==> src/rtl/mul_acc_arbiter_pkg.sv <==
// -----------------------------------------------------------------------------
// mul_acc_arbiter_pkg
// Shared definitions for the two-requester multiply-accumulate arbiter:
// FSM state encoding, requester count and default parameter values.
// -----------------------------------------------------------------------------
package mul_acc_arbiter_pkg;

  localparam int NUM_REQ                = 2;
  localparam int DEFAULT_N              = 41;
  localparam int DEFAULT_TIMEOUT_CYCLES = 4095;

  typedef enum logic {
    ST_IDLE = 1'b0,
    ST_BUSY = 1'b1
  } arb_state_e;

endpackage

==> src/rtl/mul_acc_arbiter_rr_arbiter_2.sv <==
// -----------------------------------------------------------------------------
// rr_arbiter_2
// Two-way round-robin grant for the shared multiplier.
//   clk_i, rst_i   clock and synchronous active-high reset
//   pending        per-requester pending flags
//   grant_en       high when the owner is idle and may consume a grant
//   grant_valid    some requester is pending
//   grant_idx      index of the requester that wins this cycle
// -----------------------------------------------------------------------------
module rr_arbiter_2
  import mul_acc_arbiter_pkg::*;
(
  input  logic               clk_i,
  input  logic               rst_i,
  input  logic [NUM_REQ-1:0] pending,
  input  logic               grant_en,
  output logic               grant_valid,
  output logic               grant_idx
);

  logic last_grant;

  // A lone pending requester always wins; a tie goes to the requester that
  // did not win the previous tie.
  always_comb begin
    grant_valid = |pending;
    if (&pending) begin
      grant_idx = ~last_grant;
    end else begin
      grant_idx = pending[1];
    end
  end

  // The pointer only moves on contested grants, so an uncontested request in
  // between two ties does not steal the next tie from the other requester.
  // Reset value 1 makes requester 0 win the first tie.
  always_ff @(posedge clk_i) begin
    if (rst_i) begin
      last_grant <= 1'b1;
    end else if (grant_en && (&pending)) begin
      last_grant <= grant_idx;
    end
  end

endmodule

==> src/rtl/mul_acc_arbiter.sv <==
// -----------------------------------------------------------------------------
// mul_acc_arbiter
// Shares one sequential multiply-accumulate unit between two requester cores.
// Each requester strobes its operands in, waits for its own done pulse and
// reads a private held result, so accumulation chains stay independent.
//   clk_i, rst_i                  clock, synchronous active-high reset
//   req_start_strb_i[1:0]         per-requester start pulse
//   req{0,1}_{a,b,acc}_i          requester operands, sampled on start pulse
//   req_done_strb_o[1:0]          per-requester completion pulse
//   req{0,1}_out_o                per-requester held result a*b+acc
//   mul_start_strb_o              start pulse to the shared multiplier
//   mul_{a,b,acc}_o               registered operands to the multiplier
//   mul_done_strb_i, mul_out_i    multiplier completion and result
//   busy_o                        an operation is in flight
//   overrun_o                     sticky: start while that requester busy
//   timeout_o                     sticky: multiplier did not answer in time
// -----------------------------------------------------------------------------
module mul_acc_arbiter
  import mul_acc_arbiter_pkg::*;
#(
  parameter int N              = DEFAULT_N,
  parameter int TIMEOUT_CYCLES = DEFAULT_TIMEOUT_CYCLES
) (
  input  logic               clk_i,
  input  logic               rst_i,
  input  logic [1:0]         req_start_strb_i,
  input  logic [2*N-1:0]     req0_a_i,
  input  logic [2*N-1:0]     req0_b_i,
  input  logic [2*N-1:0]     req0_acc_i,
  input  logic [2*N-1:0]     req1_a_i,
  input  logic [2*N-1:0]     req1_b_i,
  input  logic [2*N-1:0]     req1_acc_i,
  output logic [1:0]         req_done_strb_o,
  output logic [2*N-1:0]     req0_out_o,
  output logic [2*N-1:0]     req1_out_o,
  output logic               mul_start_strb_o,
  output logic [2*N-1:0]     mul_a_o,
  output logic [2*N-1:0]     mul_b_o,
  output logic [2*N-1:0]     mul_acc_o,
  input  logic               mul_done_strb_i,
  input  logic [2*N-1:0]     mul_out_i,
  output logic               busy_o,
  output logic               overrun_o,
  output logic               timeout_o
);

  localparam int W  = 2 * N;
  localparam int CW = $clog2(TIMEOUT_CYCLES + 1);
  localparam logic [CW-1:0] TIMEOUT_VAL = CW'(TIMEOUT_CYCLES);

  arb_state_e         state;
  logic               owner;
  logic [NUM_REQ-1:0] pending;
  logic [NUM_REQ-1:0] in_flight;
  logic [NUM_REQ-1:0] accept;
  logic [NUM_REQ-1:0] grant_clear;
  logic [CW-1:0]      tmo_cnt;
  logic               op_done;
  logic               op_tmo;
  logic               grant_en;
  logic               grant_fire;
  logic               grant_valid;
  logic               grant_idx;

  logic [W-1:0] in_a     [NUM_REQ];
  logic [W-1:0] in_b     [NUM_REQ];
  logic [W-1:0] in_acc   [NUM_REQ];
  logic [W-1:0] hold_a   [NUM_REQ];
  logic [W-1:0] hold_b   [NUM_REQ];
  logic [W-1:0] hold_acc [NUM_REQ];

  assign in_a[0]   = req0_a_i;
  assign in_b[0]   = req0_b_i;
  assign in_acc[0] = req0_acc_i;
  assign in_a[1]   = req1_a_i;
  assign in_b[1]   = req1_b_i;
  assign in_acc[1] = req1_acc_i;

  // An operation that finishes this cycle (answer or timeout) no longer
  // counts as in flight, so its owner may already strobe the next request.
  always_comb begin
    op_done    = (state == ST_BUSY) && mul_done_strb_i;
    op_tmo     = (state == ST_BUSY) && !mul_done_strb_i && (tmo_cnt == TIMEOUT_VAL);
    grant_en   = (state == ST_IDLE);
    grant_fire = grant_en && grant_valid;
    for (int k = 0; k < NUM_REQ; k++) begin
      in_flight[k]   = (state == ST_BUSY) && (owner == 1'(k)) && !(op_done || op_tmo);
      accept[k]      = req_start_strb_i[k] && !pending[k] && !in_flight[k];
      grant_clear[k] = grant_fire && (grant_idx == 1'(k));
    end
  end

  rr_arbiter_2 u_rr (
    .clk_i       (clk_i),
    .rst_i       (rst_i),
    .pending     (pending),
    .grant_en    (grant_en),
    .grant_valid (grant_valid),
    .grant_idx   (grant_idx)
  );

  // Holding registers only load on an accepted start, so a rejected
  // (overrun) pulse cannot corrupt operands still waiting for a grant.
  always_ff @(posedge clk_i) begin
    if (rst_i) begin
      for (int k = 0; k < NUM_REQ; k++) begin
        hold_a[k]   <= '0;
        hold_b[k]   <= '0;
        hold_acc[k] <= '0;
      end
    end else begin
      for (int k = 0; k < NUM_REQ; k++) begin
        if (accept[k]) begin
          hold_a[k]   <= in_a[k];
          hold_b[k]   <= in_b[k];
          hold_acc[k] <= in_acc[k];
        end
      end
    end
  end

  // Control FSM: IDLE launches the arbitration winner onto the multiplier,
  // BUSY waits for the answer or the timeout and then routes the result
  // to the owner's private output register only.
  always_ff @(posedge clk_i) begin
    if (rst_i) begin
      state            <= ST_IDLE;
      owner            <= 1'b0;
      pending          <= '0;
      tmo_cnt          <= '0;
      req_done_strb_o  <= '0;
      req0_out_o       <= '0;
      req1_out_o       <= '0;
      mul_start_strb_o <= 1'b0;
      mul_a_o          <= '0;
      mul_b_o          <= '0;
      mul_acc_o        <= '0;
      busy_o           <= 1'b0;
      overrun_o        <= 1'b0;
      timeout_o        <= 1'b0;
    end else begin
      req_done_strb_o  <= '0;
      mul_start_strb_o <= 1'b0;
      pending          <= (pending & ~grant_clear) | accept;
      if (|(req_start_strb_i & ~accept)) begin
        overrun_o <= 1'b1;
      end

      case (state)
        ST_IDLE: begin
          if (grant_valid) begin
            mul_a_o          <= hold_a[grant_idx];
            mul_b_o          <= hold_b[grant_idx];
            mul_acc_o        <= hold_acc[grant_idx];
            mul_start_strb_o <= 1'b1;
            owner            <= grant_idx;
            busy_o           <= 1'b1;
            tmo_cnt          <= '0;
            state            <= ST_BUSY;
          end
        end
        ST_BUSY: begin
          if (op_done) begin
            if (owner) begin
              req1_out_o <= mul_out_i;
            end else begin
              req0_out_o <= mul_out_i;
            end
            req_done_strb_o[owner] <= 1'b1;
            busy_o                 <= 1'b0;
            state                  <= ST_IDLE;
          end else if (op_tmo) begin
            timeout_o              <= 1'b1;
            req_done_strb_o[owner] <= 1'b1;
            busy_o                 <= 1'b0;
            state                  <= ST_IDLE;
          end else begin
            tmo_cnt <= tmo_cnt + 1'b1;
          end
        end
        default: state <= ST_IDLE;
      endcase
    end
  end

endmodule
==> config.mk <==
export PLATFORM = sky130hd
export DESIGN_NAME = mul_acc_arbiter
export DESIGN_NICKNAME = d
export VERILOG_FILES = /design/src/rtl/mul_acc_arbiter_pkg.sv /design/src/rtl/mul_acc_arbiter_rr_arbiter_2.sv /design/src/rtl/mul_acc_arbiter.sv
export SDC_FILE = /design/constraint.sdc
export NUM_CORES = 1
export LEC_CHECK = 0
export ABC_AREA = 1
export BUFFER_PORTS_ARGS = -buffer_cell sky130_fd_sc_hd__buf_2
export CAP_MARGIN = 20
export CORE_AREA = 3 3 388 390
export DETAILED_ROUTE_END_ITERATION = 8
export DIE_AREA = 0 0 391 393
export HOLD_SLACK_MARGIN = 0.02
export PLACE_DENSITY = 0.42
export RECOVER_POWER = 100
export SLEW_MARGIN = 5
export SYNTH_ARGS = -nofsm -noshare
export SYNTH_HDL_FRONTEND = slang
export SYNTH_HIERARCHICAL = 1
export SYNTH_SLANG_ARGS = --single-unit
==> constraint.sdc <==
create_clock -name clk_i -period 10.2 [get_ports clk_i]
set_clock_uncertainty 0.1 [all_clocks]
set_input_delay 2.04 -clock clk_i [delete_from_list [all_inputs] [get_ports clk_i]]
set_output_delay 2.04 -clock clk_i [all_outputs]
set_load 0.05 [all_outputs]
==> impl_metrics.py, run 1 <==
metrics = {
    "outcome": {
        "status": "finished with violations",
        "violations": "max-capacitance violations, max-slew violations",
    },
    "critical_path": {
        "rrSetupSlack_ns": 3.44,
        "r2r_cells": 6,
        "rr_startpoint": "pending[1]",
        "cp.required_ns": 10.37,
        "worstPathArrival_ns": 7.47,
        "reg2reg_to": "mul_a_o[9]",
        "cp-end-kind": "flop",
        "start_kind": "primary input",
        "path_max_fanout": 84,
        "criticalPathCategory": "primary input to flop",
    },
    "global_route": {
        "grt_pass1_wl_um": 192700,
        "grt_max_degree": 188,
        "grt.overflow.total": 0,
        "antenna_found_initial": 119,
        "grtUsageTotal_pct": 17.10,
        "grt_pass1_vias": 26808,
    },
    "min_path": {
        "hold_path_end": "req1_out_o[68]",
        "min_path_cells": 2,
        "hold_class": "flop to flop",
        "worstHoldStart": "req1_out_o[68]",
    },
    "timing": {
        "rsz0062_at_grt": "false",
        "setup_viol_count_final": 0,
        "maxSlewViolCount": 905,
        "layout_min_cycle_time_ns": 7.302,
        "setup_tns_ns": 0,
        "relSlewSlack_pct": -174.6,
        "max_freq_ghz": 0.1370,
        "fin_crit_sh_pct": 71.59,
        "finalHoldViolCount": 0,
        "tightest_slew_ns": 4.119,
        "setup_ws_ns": 2.898,
    },
    "yosys": {
        "synth_cells": 3307,
        "avgSynthCellArea_um2": 10.71,
        "yosys_register_bits": 925,
        "syn_nets": 3887,
        "syn-cell-area_um2": 35430,
        "seq_area_frac_synth_pct": 66.16,
        "synth_cell_types": 27,
        "ys_warn_count": 6,
    },
    "die": {
        "start_util_pct": 24.03,
        "row_count": 141,
        "num_io_pins": 995,
        "die-area_um2": 153700,
        "die_y_um": 393,
        "core-area_um2": 147500,
        "die_x_um": 391,
    },
    "layout": {
        "final_cell_mix": "785 x nand2_1, 576 x buf_2, 492 x edfxtp_1",
        "fin_nets": 4747,
        "drive_above_1_share_pct": 17.88,
        "final_common_cell": "nand2_1",
        "area_growth_syn_to_layout_pct": 27.16,
        "fillCellCount": 15683,
    },
    "drt": {
        "post_drt_wl_per_cell_um": 22.25,
        "first_pass_iters": 5,
        "drtIter0Drc": 1547,
        "drc": 0,
        "finalWirelength_um": 139200,
        "viasPerCell": 4.465,
        "vias": 27927,
        "postRouteAntennaNets": 0,
    },
    "clocking": {
        "cts.sinks": 925,
        "root_buffer": "clkbuf_16",
        "cts_max_level": 3,
        "cts_resized": 0,
        "tritoncts.num_buffers": 107,
        "cts.clk_slew.worst_paths_ns": 0.06,
        "cts_hold_buf": 0,
        "cts_buffer_depth": 3,
        "cts_tree": "done",
        "cts_setup_buffers": 0,
        "clk_latency_ns": 0.72,
    },
    "pwr": {
        "leakage_nw": 16.41,
        "power.density_nw_per_um2": 219.3,
        "total_power_mw": 9.882,
        "irDropWorstVdd_mv": 0.1576,
    },
    "run": {
        "cap_violations": 14,
    },
    "placement": {
        "hpwl_um": 92090,
        "pre_cts_ws_ns": 4.669,
        "gp_congestion": 0.8020,
        "port_buffers": 994,
    },
}
-- worst max path at each step --
stage / to / slack, ns / cells after the start / startpoint
after CTS: hold_acc[0][53] / 5.44 / 6 / rst_i
after detailed placement: hold_b[0][74] / 4.67 / 6 / rst_i
after floorplan: hold_a[0][0] / 1.32 / 5 / rst_i
after global placement: hold_b[1][52] / 4.70 / 6 / rst_i
final: hold_b[1][11] / 2.90 / 6 / rst_i
after global routing: hold_b[1][11] / 2.55 / 6 / rst_i
-- final cells by class --
cell class	count	area [µm²]	area share, %
Clock buffer	160	3027	6.717
Timing Repair Buffer	1024	4743	10.53
Inverter	105	402.9	0.8941
Clock inverter	44	452.9	1.005
Multi-Input combinational cell	2004	10420	23.12
Tap cell	1930	2415	5.359
Antenna cell	63	157.7	0.3499
Sequential cell	925	23440	52.03
-- cell usage after synthesis, drive strengths merged --
cell type / number / share of area [%]
a21boi: 493 / 10
a21oi: 93 / 1.3
a2bb2oi: 2 / 0.049
a31oi: 247 / 4.4
buf: 119 / 1.7
clkbuf: 154 / 1.6
dfxtp: 433 / 24
edfxtp: 492 / 42
ha: 1 / 0.035
inv: 105 / 1.1
nand2: 785 / 8.3
nand3: 16 / 0.32
nand3b: 1 / 0.021
nand4: 3 / 0.053
nor2: 185 / 2.0
nor3: 1 / 0.014
o21ai: 173 / 2.4
o31ai: 2 / 0.042
or2: 1 / 0.018
xnor2: 1 / 0.025
-- worst max-delay path, cell delays in order --
cell and delay [ns]:
buf_8 0.42, clkinvlp_2 0.52, buf_4 0.48, nand2_1 0.19, clkbuf_1 1.98, clkbuf_2 1.61
-- cell families after synthesis --
group / count (synthesis) / synth area share [%]
compound gates: 1010 / 18.65
simple gates: 992 / 10.71
flops: 925 / 66.16
buf+inv: 378 / 4.421
xor+xnor: 1 / 0.02472
fa+ha+maj: 1 / 0.03531
-- state kept, by name (all words and copies together), names as in the netlist, 2 cells and up --
signal and flops:
hold_a 164, req_done_strb_o 2, mul_acc_o 82, req0_out_o 82, pending 2, req1_out_o 82, hold_b 164, mul_b_o 82
tmo_cnt 12, hold_acc 164, mul_a_o 82
-- power by group --
| group | internal [mW] | switching [mW] | leakage, nW | total [mW] |
|---|---|---|---|---|
| clock | 2.15 | 1.64 | 1.68 | 3.79 |
| sequential | 4.36 | 0.148 | 8.81 | 4.51 |
| combinational | 0.340 | 1.24 | 5.92 | 1.58 |
-- layer usage --
metal  share of wire, %  up-vias  track usage, %
li1                   -    13343               -
met1                 38    13378           18.78
met2                 50      843           29.32
met5               0.27        -               0
met3                8.2      301           6.719
met4                3.8       62           7.247
-- per-stage QoR --
| step | std cells | utilization [%] | cell area, µm² | hold WS (ns) |
|---|---|---|---|---|
| 2_1_floorplan | 3307 | - | 35430 | 0.3483 |
| 3_3_place_gp | 5988 | 28.51 | 42040 | 0.3314 |
| 3_5_place_dp | 5988 | 28.51 | 42040 | 0.3367 |
| 4_1_cts | 6192 | 30.86 | 45520 | 0.3455 |
| 5_1_grt | 6224 | 30.50 | 44980 | 0.3671 |
| 6_report | 6255 | 30.55 | 45060 | 0.3444 |
Note: power is estimated with default switching activity, not from simulation.
==> run 2, diff against run 1 <==
--- a/config.mk
+++ b/config.mk
@@ -8,11 +8,11 @@
 export ABC_AREA = 1
 export BUFFER_PORTS_ARGS = -buffer_cell sky130_fd_sc_hd__buf_2
 export CAP_MARGIN = 20
-export CORE_AREA = 3 3 388 390
+export CORE_AREA = 3 3 385 387
 export DETAILED_ROUTE_END_ITERATION = 8
-export DIE_AREA = 0 0 391 393
+export DIE_AREA = 0 0 388 390
 export HOLD_SLACK_MARGIN = 0.02
-export PLACE_DENSITY = 0.42
+export PLACE_DENSITY = 0.44
 export RECOVER_POWER = 100
 export SLEW_MARGIN = 5
 export SYNTH_ARGS = -nofsm -noshare
==> constraint.sdc (replaced) <==
create_clock -name clk_i -period 5.9 [get_ports clk_i]
set_clock_uncertainty 0.1 [all_clocks]
set_input_delay 1.18 -clock clk_i [delete_from_list [all_inputs] [get_ports clk_i]]
set_output_delay 1.18 -clock clk_i [all_outputs]
set_load 0.05 [all_outputs]
==> run 2 against run 1 <==
Against the previous run:
- power grew 76%
- largest cell class unchanged
- sequential cell count did not move
- wire length is 1.4% higher
- the flow still finishes with violations (max-capacitance violations, max-slew violations)
==> impl_metrics.py, run 2 (synthesized netlist as in run 1, its figures left out) <==
metrics = {
    "layout": {
        "fillCellCount": 15285,
        "fin_nets": 4771,
        "final_cell_mix": "782 x nand2_1, 576 x buf_2, 492 x edfxtp_1",
        "finalNonFillerCells": 6239,
        "reg.largest.list": "hold_a x164, hold_acc x164, hold_b x164",
        "post-route-util_pct": 31.30,
        "area_growth_syn_to_layout_pct": 28.27,
        "drive_above_1_share_pct": 18.45,
        "final_common_cell": "nand2_1",
    },
    "critical_path": {
        "r2r_cells": 7,
        "worstPathArrival_ns": 4.83,
        "critPathBufInv": 4,
        "cp.required_ns": 6.18,
        "criticalPathCategory": "primary input to flop",
        "start_kind": "primary input",
        "path_max_fanout": 106,
        "cp_top_family": "buffers and inverters",
        "max_stage_delay_ns": 1.23,
        "worstPathCellList": "buf_8 > inv_4 > nand3_4 > clkbuf_2 > clkbuf_1 > a21boi_0",
        "cp-end-kind": "flop",
        "cp.depth": 6,
        "cp_slowest_cell": "clkbuf_2",
    },
    "clocking": {
        "root_buffer": "clkbuf_16",
        "cts.clk_slew.worst_paths_ns": 0.06,
        "cts_resized": 0,
        "cts_setup_buffers": 0,
        "tritoncts.num_buffers": 106,
        "cts_hold_buf": 0,
        "cts_max_level": 3,
        "cts_tree": "done",
        "cts_buffer_depth": 3,
        "clk_latency_ns": 0.71,
        "cts.sinks": 925,
    },
    "drt": {
        "highest_layer": "met5",
        "postRouteAntennaNets": 0,
        "wl_met1_um": 54880,
        "vias": 28013,
        "wl_met2_um": 69590,
        "finalWirelength_um": 141100,
        "first_pass_iters": 5,
        "drtIter0Drc": 1526,
        "met3WireLength_um": 10850,
        "viasPerCell": 4.490,
        "drc": 0,
        "post_drt_wl_per_cell_um": 22.61,
    },
    "timing": {
        "max_freq_ghz": 0.2196,
        "maxSlewViolCount": 552,
        "rsz0062_at_grt": "false",
        "finalHoldViolCount": 0,
        "setup_ws_ns": 1.346,
        "tightest_slew_ns": 2.726,
        "fin_crit_sh_pct": 77.19,
        "relSlewSlack_pct": -81.75,
        "finalHoldWorstSlack_ns": 0.3450,
        "setup_viol_count_final": 0,
        "setup_tns_ns": 0,
        "layout_min_cycle_time_ns": 4.554,
    },
    "global_route": {
        "grt_pass1_vias": 27511,
        "grt.overflow.total": 0,
        "antenna_found_initial": 104,
        "grt_max_degree": 153,
        "grt_pass1_wl_um": 198900,
        "grtUsageTotal_pct": 17.78,
    },
    "die": {
        "start_util_pct": 24.40,
        "die_x_um": 388,
        "die-area_um2": 151300,
        "die_y_um": 390,
        "num_io_pins": 995,
        "core-area_um2": 145200,
        "row_count": 140,
    },
    "pwr": {
        "p_seq_share_pct": 45.0,
        "switching_power_mw": 5.268,
        "intPower_mw": 12.13,
        "irDropWorstVdd_mv": 0.2251,
        "p_clk_share_pct": 39.1,
        "comb_power_share_pct": 15.9,
        "leakage_nw": 16.64,
        "power.density_nw_per_um2": 382.9,
        "switching_share_pct": 30.27,
    },
    "placement": {
        "pre_cts_ws_ns": 1.429,
        "placed_cells": 6000,
        "gp_congestion": 0.8436,
        "port_buffers": 994,
        "hpwl_um": 98020,
    },
    "min_path": {
        "hold_class": "flop to flop",
        "min_path_cells": 2,
    },
    "outcome": {
        "status": "finished with violations",
        "violations": "max-capacitance violations, max-slew violations",
    },
    "run": {
        "cap_violations": 12,
    },
}
-- run 2: path summary, 6_finish.rpt --
check | from | end | slack, ns
worst max-delay path | rst_i | hold_a[0][60] | 1.35
worst min-delay path | req1_out_o[36] | req1_out_o[36] | 0.35
worst max register to register | pending[0] | mul_a_o[34] | 1.80
worst min register to register | req1_out_o[36] | req1_out_o[36] | 0.35
-- run 2: layout make-up --
type | count | area, µm² | area share (%)
Inverter | 105 | 404.1 | 0.8892
Timing Repair Buffer | 1049 | 4980 | 10.96
Clock buffer | 163 | 3204 | 7.050
Antenna cell | 39 | 97.59 | 0.2147
Tap cell | 1917 | 2399 | 5.277
Clock inverter | 37 | 450.4 | 0.9911
Multi-Input combinational cell | 2004 | 10470 | 23.04
Sequential cell | 925 | 23440 | 51.58
-- run 2: through the flow --
| step | cell area, µm² | power [mW] |
|---|---|---|
| after global routing | 45400 | 18.14 |
| after detailed placement | 42380 | 10.87 |
| after floorplan | 35430 | 9.770 |
| final | 45450 | 17.40 |
| after CTS | 46030 | 17.76 |
| after global placement | 42380 | 10.85 |
-- run 2: metal layers --
layer  global-route usage (%)  vias up
li1                         -    13344
met1                    20.20    13432
met2                    30.49      862
met3                    6.430      321
met4                    6.739       54
met5                        0        -
-- run 2: power groups by stage --
stage / Combinational [mW] / Sequential [mW] / Clock [mW]
after CTS: 2.93 / 7.82 / 7.01
after global placement: 2.91 / 7.95 / 0
after detailed placement: 2.92 / 7.95 / 0
after global routing: 2.99 / 7.90 / 7.25
after floorplan: 0.963 / 8.81 / 0
final: 2.77 / 7.83 / 6.80
-- run 2: worst reg2reg max path, delay by kind of cell, from the launching register on --
kind | cells | cell delay, ns
simple gates | 4 | 2.45
buf+inv | 2 | 0.86
flops | 1 | 0.41
compound gates | 1 | 0.18
